**src/rtl/aud_pkg.sv**
```systemverilog
// -----------------------------------------------------------------------------
// aud_pkg
// Shared definitions for the AUD branch-trace transmitter: symbol codes driven
// while aud_nsync=1, nibble-count mode encodings, transmitter state encoding
// and the helper that turns a mode into the index of its last nibble.
// -----------------------------------------------------------------------------
package aud_pkg;

  // Symbol shown while the link is idle (nsync=1).
  localparam logic [3:0] AUD_SYM_IDLE  = 4'b0011;
  // Upper two bits of a start symbol; the lower two carry the mode.
  localparam logic [1:0] AUD_SYM_START = 2'b10;

  // Number of address nibbles that follow a start symbol.
  localparam logic [1:0] MODE_1N = 2'd0;
  localparam logic [1:0] MODE_2N = 2'd1;
  localparam logic [1:0] MODE_4N = 2'd2;
  localparam logic [1:0] MODE_8N = 2'd3;

  typedef enum logic [1:0] {
    IDLE  = 2'd0,
    START = 2'd1,
    DATA  = 2'd2
  } aud_state_e;

  // Index of the final nibble for a given mode: (1 << mode) - 1.
  function automatic logic [2:0] mode_nib_last(input logic [1:0] mode);
    logic [2:0] last;
    case (mode)
      MODE_1N: last = 3'd0;
      MODE_2N: last = 3'd1;
      MODE_4N: last = 3'd3;
      default: last = 3'd7;
    endcase
    return last;
  endfunction

endpackage

```
**src/rtl/aud_addr_cmp.sv**
```systemverilog
// -----------------------------------------------------------------------------
// aud_addr_cmp
// Combinational mode selector: picks the smallest nibble count that lets the
// receiver rebuild addr from base (the last address it holds as good).
//   addr  [31:0] in  : address about to be sent
//   base  [31:0] in  : address the receiver will merge the nibbles into
//   mode  [1:0]  out : MODE_1N / MODE_2N / MODE_4N / MODE_8N
// COMPRESS=0 forces full 8-nibble transfers.
// -----------------------------------------------------------------------------
module aud_addr_cmp
  import aud_pkg::*;
#(
  parameter int COMPRESS = 1
) (
  input  logic [31:0] addr,
  input  logic [31:0] base,
  output logic [1:0]  mode
);

  // Longest matching upper prefix decides how many low nibbles must be sent.
  always_comb begin
    mode = MODE_8N;
    if (COMPRESS == 0) begin
      mode = MODE_8N;
    end else if (addr[31:4] == base[31:4]) begin
      mode = MODE_1N;
    end else if (addr[31:8] == base[31:8]) begin
      mode = MODE_2N;
    end else if (addr[31:16] == base[31:16]) begin
      mode = MODE_4N;
    end else begin
      mode = MODE_8N;
    end
  end

endmodule

```
**src/rtl/aud_btm_tx.sv**
```systemverilog
// -----------------------------------------------------------------------------
// aud_btm_tx
// AUD branch-trace transmitter. Branch addresses arrive over valid/ready into a
// one-entry holding register, are compressed against the last completely sent
// address and serialised as a start symbol plus 1/2/4/8 nibbles, LSB first.
//   aud_ck    in      : trace clock, state changes on posedge
//   rst       in      : asynchronous active-high reset
//   br_addr   in [32] : branch target address
//   br_valid  in      : br_addr valid
//   br_ready  out     : holding register empty
//   aud_data  out [4] : AUD data nibble / command symbol
//   aud_nsync out     : 1 = command phase, 0 = address nibble phase
//   busy      out     : transfer in progress or request pending
//   abort     out     : one-cycle pulse when an in-flight transfer is preempted
// All outputs come straight from flops.
// -----------------------------------------------------------------------------
module aud_btm_tx
  import aud_pkg::*;
#(
  parameter int COMPRESS      = 1,
  parameter int ALLOW_PREEMPT = 1
) (
  input  logic        aud_ck,
  input  logic        rst,
  input  logic [31:0] br_addr,
  input  logic        br_valid,
  output logic        br_ready,
  output logic [3:0]  aud_data,
  output logic        aud_nsync,
  output logic        busy,
  output logic        abort
);

  aud_state_e  state_r, state_next_s;
  logic [31:0] pend_r, pend_next_s;
  logic        pend_valid_r, pend_valid_next_s;
  logic [31:0] cur_r, cur_next_s;
  logic [31:0] last_good_r, last_good_next_s;
  logic [2:0]  nib_last_r, nib_last_next_s;
  logic [2:0]  idx_r, idx_next_s;
  logic [1:0]  mode_r, mode_next_s;
  logic [3:0]  data_next_s;
  logic        nsync_next_s;
  logic        abort_next_s;
  logic        busy_next_s;

  logic        accept_s;
  logic        complete_s;
  logic        preempt_s;
  logic [31:0] start_addr_s;
  logic [31:0] base_s;
  logic [1:0]  mode_s;

  assign accept_s   = br_valid && br_ready;
  assign complete_s = (state_r == DATA) && (idx_r == nib_last_r);
  assign preempt_s  = (state_r == DATA) && !complete_s && pend_valid_r && (ALLOW_PREEMPT != 0);

  // A request accepted on the completing edge is started directly from br_addr.
  assign start_addr_s = pend_valid_r ? pend_r : br_addr;
  // On completion the receiver will already hold cur as its good address.
  assign base_s       = complete_s ? cur_r : last_good_r;

  aud_addr_cmp #(
    .COMPRESS(COMPRESS)
  ) u_addr_cmp (
    .addr(start_addr_s),
    .base(base_s),
    .mode(mode_s)
  );

  // Next-state and next-output decode; outputs are computed one edge ahead.
  always_comb begin
    state_next_s      = state_r;
    pend_next_s       = pend_r;
    pend_valid_next_s = pend_valid_r;
    cur_next_s        = cur_r;
    last_good_next_s  = last_good_r;
    nib_last_next_s   = nib_last_r;
    idx_next_s        = idx_r;
    mode_next_s       = mode_r;
    data_next_s       = AUD_SYM_IDLE;
    nsync_next_s      = 1'b1;
    abort_next_s      = 1'b0;

    if (accept_s) begin
      pend_next_s       = br_addr;
      pend_valid_next_s = 1'b1;
    end else begin
      pend_next_s       = pend_r;
    end

    case (state_r)
      IDLE: begin
        if (pend_valid_r) begin
          state_next_s = START;
          mode_next_s  = mode_s;
          data_next_s  = {AUD_SYM_START, mode_s};
        end else begin
          state_next_s = IDLE;
        end
      end
      START: begin
        // br_ready is low here, so no request can land on this edge.
        cur_next_s        = pend_r;
        nib_last_next_s   = mode_nib_last(mode_r);
        idx_next_s        = 3'd0;
        pend_valid_next_s = 1'b0;
        state_next_s      = DATA;
        nsync_next_s      = 1'b0;
        data_next_s       = pend_r[3:0];
      end
      DATA: begin
        if (complete_s) begin
          last_good_next_s = cur_r;
          if (pend_valid_r || accept_s) begin
            state_next_s = START;
            mode_next_s  = mode_s;
            data_next_s  = {AUD_SYM_START, mode_s};
          end else begin
            state_next_s = IDLE;
          end
        end else if (preempt_s) begin
          // last_good stays: the receiver falls back to it on the new start.
          state_next_s = START;
          mode_next_s  = mode_s;
          data_next_s  = {AUD_SYM_START, mode_s};
          abort_next_s = 1'b1;
        end else begin
          idx_next_s   = idx_r + 3'd1;
          nsync_next_s = 1'b0;
          data_next_s  = cur_r[{idx_next_s, 2'b00} +: 4];
        end
      end
      default: begin
        state_next_s = IDLE;
      end
    endcase

    busy_next_s = (state_next_s != IDLE) || pend_valid_next_s;
  end

  // State, datapath and registered outputs.
  always_ff @(posedge aud_ck or posedge rst) begin
    if (rst) begin
      state_r      <= IDLE;
      pend_r       <= 32'h0000_0000;
      pend_valid_r <= 1'b0;
      cur_r        <= 32'h0000_0000;
      last_good_r  <= 32'h0000_0000;
      nib_last_r   <= 3'd0;
      idx_r        <= 3'd0;
      mode_r       <= MODE_1N;
      aud_data     <= AUD_SYM_IDLE;
      aud_nsync    <= 1'b1;
      br_ready     <= 1'b1;
      busy         <= 1'b0;
      abort        <= 1'b0;
    end else begin
      state_r      <= state_next_s;
      pend_r       <= pend_next_s;
      pend_valid_r <= pend_valid_next_s;
      cur_r        <= cur_next_s;
      last_good_r  <= last_good_next_s;
      nib_last_r   <= nib_last_next_s;
      idx_r        <= idx_next_s;
      mode_r       <= mode_next_s;
      aud_data     <= data_next_s;
      aud_nsync    <= nsync_next_s;
      br_ready     <= !pend_valid_next_s;
      busy         <= busy_next_s;
      abort        <= abort_next_s;
    end
  end

endmodule

```
**config.mk**
```make
export PLATFORM = sky130hd
export DESIGN_NAME = aud_btm_tx
export DESIGN_NICKNAME = d
export VERILOG_FILES = /design/src/rtl/aud_pkg.sv /design/src/rtl/aud_addr_cmp.sv /design/src/rtl/aud_btm_tx.sv
export SDC_FILE = /design/constraint.sdc
export NUM_CORES = 1
export LEC_CHECK = 0
export CAP_MARGIN = 20
export CORE_ASPECT_RATIO = 0.75
export CORE_UTILIZATION = 55
export CTS_CLUSTER_DIAMETER = 40
export DETAILED_ROUTE_END_ITERATION = 10
export PLACE_DENSITY = 0.85
export SKIP_CTS_REPAIR_TIMING = 1
export SLEW_MARGIN = 15
export SYNTH_ARGS = -nofsm -noshare
export SYNTH_HDL_FRONTEND = slang
export SYNTH_SLANG_ARGS = --single-unit
```
**constraint.sdc**
```tcl
create_clock -name aud_ck -period 4.1 [get_ports aud_ck]
set_input_delay 0.615 -clock aud_ck [delete_from_list [all_inputs] [get_ports aud_ck]]
set_output_delay 0.615 -clock aud_ck [all_outputs]
set_load 0.05 [all_outputs]
```
==> out/qor.csv <==
metric,value,unit
dpl.hpwl,8520,µm
hold_path_class,flip-flop to flip-flop,
yosysWarnings,0,
grt_overflow,0,
hold_viol,0,
diodes,0,
dpl.cell_count,723,
cts_sinks,111,
holdPathEnd,cur_r[1],
tns,0,ns
multi_input_area,2990,µm²
worst-path-max-fanout,48,
tritoncts,yes,
clock_latency,0.35,ns
seqPwrFrac,0.377,
drtIter0Drc,325,
pre_cts_slack,0.850,ns
holdWs,0.484,ns
p_leak,2.97,nW
nets,634,
synth_edf_count,0,
path_buf_inv,1,
grt_pass1_wl,21400,µm
crit_chain,"xor2_1, nor4_4, buf_4, mux2i_1, o22ai_1, nor4_4, o211ai_1, mux2_2",
max_stage_delay,0.76,ns
num_rows,32,
ir_drop,0.382,mV
min_period,3.26,ns
final_util,0.654,
portBuffers,42,
startpoint_type,flip-flop,
cellPowerDensity,823,nW/µm²
numCtsBuffers,9,
skew,0.00876,ns
fin_area,6810,µm²
die_area,11200,µm²
num_vias,4204,
r2r_start,idx_r[0],
cp.depth,8,
h-tree-depth,3,
layout.cells.non_filler,739,
synthesis.nets,602,
worst_path_most_repeated_cell,nor4_4,
drv_cap,0,
pwr-share-clk,0.182,
worstMarginPinSlew,0.819,ns
gr-usage-all-layers,0.250,
setup_ws,0.839,ns
avgSynthCellArea,10.5,µm²
setup.worst_path.end_class,flip-flop,
die_w,122,µm
pwr-share-comb,0.441,
clockBufferDepth,2,
slew_headroom,0.454,
regArea,2780,µm²
synth.distinct_cells,40,
ys_seq_area_frac,0.468,
via_per_inst,5.69,
r2r_end,mode_r[0],
route.detailed.drc,0,
grt_max_degree,68,
ios,43,
status,"finished, final reports clean",
slew_violations,0,
initial_utilization,0.571,
critPathKind,flip-flop to flip-flop,
dr.pass1.iters,4,
synth_seq_cells,111,
core_area,10400,µm²
post_dp_cell_area,6450,µm²
p_total,5.60,mW
antenna_found_initial,0,
layout-drive-gt1-share,0.237,
syn-cell-area,5940,µm²
gp_congestion,0.846,
netlist_top_cells_area,"dfrtp_1, mux2_2, nand2_1",
synth_cells,566,
period_share,0.795,
synth_top_flop_cell,dfrtp_1,
cp.required,4.34,ns
worst-r2r-setup-slack,0.84,ns
reg2reg_depth,8,
fmax,307,MHz
setup_viol,0,
synth_area_leader_cell,dfrtp_1,
synth_top_area_share,0.450,
rsz0062_at_grt,false,
yosys.cell_count.top_type,nand2_1,
grt_pass1_vias,4407,
ant_nets,0,
min-delay-start,cur_r[1],
worstPathArrival,3.50,ns
die_y,92.0,µm
wl_per_cell,17.0,µm
synth_commonest_cells,"nand2_1, dfrtp_1, mux2_2, nor2_1, mux2i_1",
area_delta_synth_final,14.5,%
swShare,0.389,
crit_path_top_delay_cell,dfrtp_1,
path_delay_family,flip-flops,
async_reset_ff_frac,1.00,
nFillCells,791,
whs_path_depth,2,
root_buffer,clkbuf_16,
p_sw,2.18,mW
path_clk_slew,0.07,ns
wirelength,12500,µm
p_int,3.42,mW
[sequential cells by signal, indices dropped and copies added, names as in the netlist]
name          flops
aud_data          4
br_ready          1
pend_r           32
pend_valid_r      1
busy              1
state_r           2
aud_nsync         1
cur_r            32
idx_r             3
mode_r            2
last_good_r      28
nib_last_r        3
abort             1
[cell families (layout without fill, tap and decap cells)]
logic type	Yosys count	after routing	share of synthesized area
xor+xnor	8	8	0.0118
fa+ha+maj	1	1	0.00210
mux	147	147	0.288
compound gates	30	30	0.0305
flops	111	111	0.468
buf+inv	33	70	0.0288
simple gates	236	236	0.171
[final cells by class]
| cell class | count | share of cell area |
|---|---|---|
| Multi-Input combinational cell | 422 | 0.440 |
| Sequential cell | 111 | 0.409 |
| Timing Repair Buffer | 49 | 0.0713 |
| Clock buffer | 10 | 0.0351 |
| Tap cell | 136 | 0.0250 |
| Clock inverter | 6 | 0.0171 |
| Inverter | 5 | 0.00312 |
[metal layers]
metal,global-route usage,wire length (µm)
met3,0.0622,823
met5,0,0
met4,0.0813,185
met2,0.395,5860
met1,0.337,5670
[worst register-to-register path, cell delays in order (launching register included)]
cell      delay (ns)
dfrtp_1         0.76
xor2_1          0.24
nor4_4          0.32
buf_4           0.57
mux2i_1         0.32
o22ai_1         0.18
nor4_4          0.32
o211ai_1        0.16
mux2_2          0.29
[power groups by stage]
stage | registers (mW) | clock network (mW) | logic [mW]
6_report | 2.11 | 1.02 | 2.47
5_1_grt | 2.19 | 1.09 | 2.73
4_1_cts | 2.10 | 1.04 | 2.48
3_5_place_dp | 2.11 | 0 | 2.45
3_3_place_gp | 2.07 | 0 | 2.34
2_1_floorplan | 2.04 | 0 | 1.90
[cells in the final DEF (no fill, tap or decap), drive strengths merged]
cell type      instances
nand2                152
dfrtp                107
mux2                 107
nor2                  52
clkdlybuf4s50         42
mux2i                 32
o22ai                 13
clkbuf                10
mux4                   8
nand2b                 8
o21ai                  7
nor2b                  7
buf                    7
inv                    6
a21oi                  5
nor4                   5
xor2                   4
xnor2                  4
dfstp                  4
nand3                  3
nand4                  3
bufinv                 3
clkinv                 2
and2                   1
or4                    1
o211ai                 1
nor3                   1
or3                    1
a41oi                  1
nand3b                 1
a21o                   1
a22o                   1
nor3b                  1
o21a                   1
ha                     1
[how the worst max path moves through the flow]
stage                     startpoint          end  slack (ns)
after floorplan                  rst        abort        0.56
after global placement      idx_r[0]    mode_r[0]        0.99
after detailed placement    idx_r[0]    mode_r[0]        0.85
after CTS                   idx_r[0]    mode_r[0]        0.82
after global routing        idx_r[0]  aud_data[1]        0.48
final                       idx_r[0]    mode_r[0]        0.84
(Power assumes the default switching activity.)
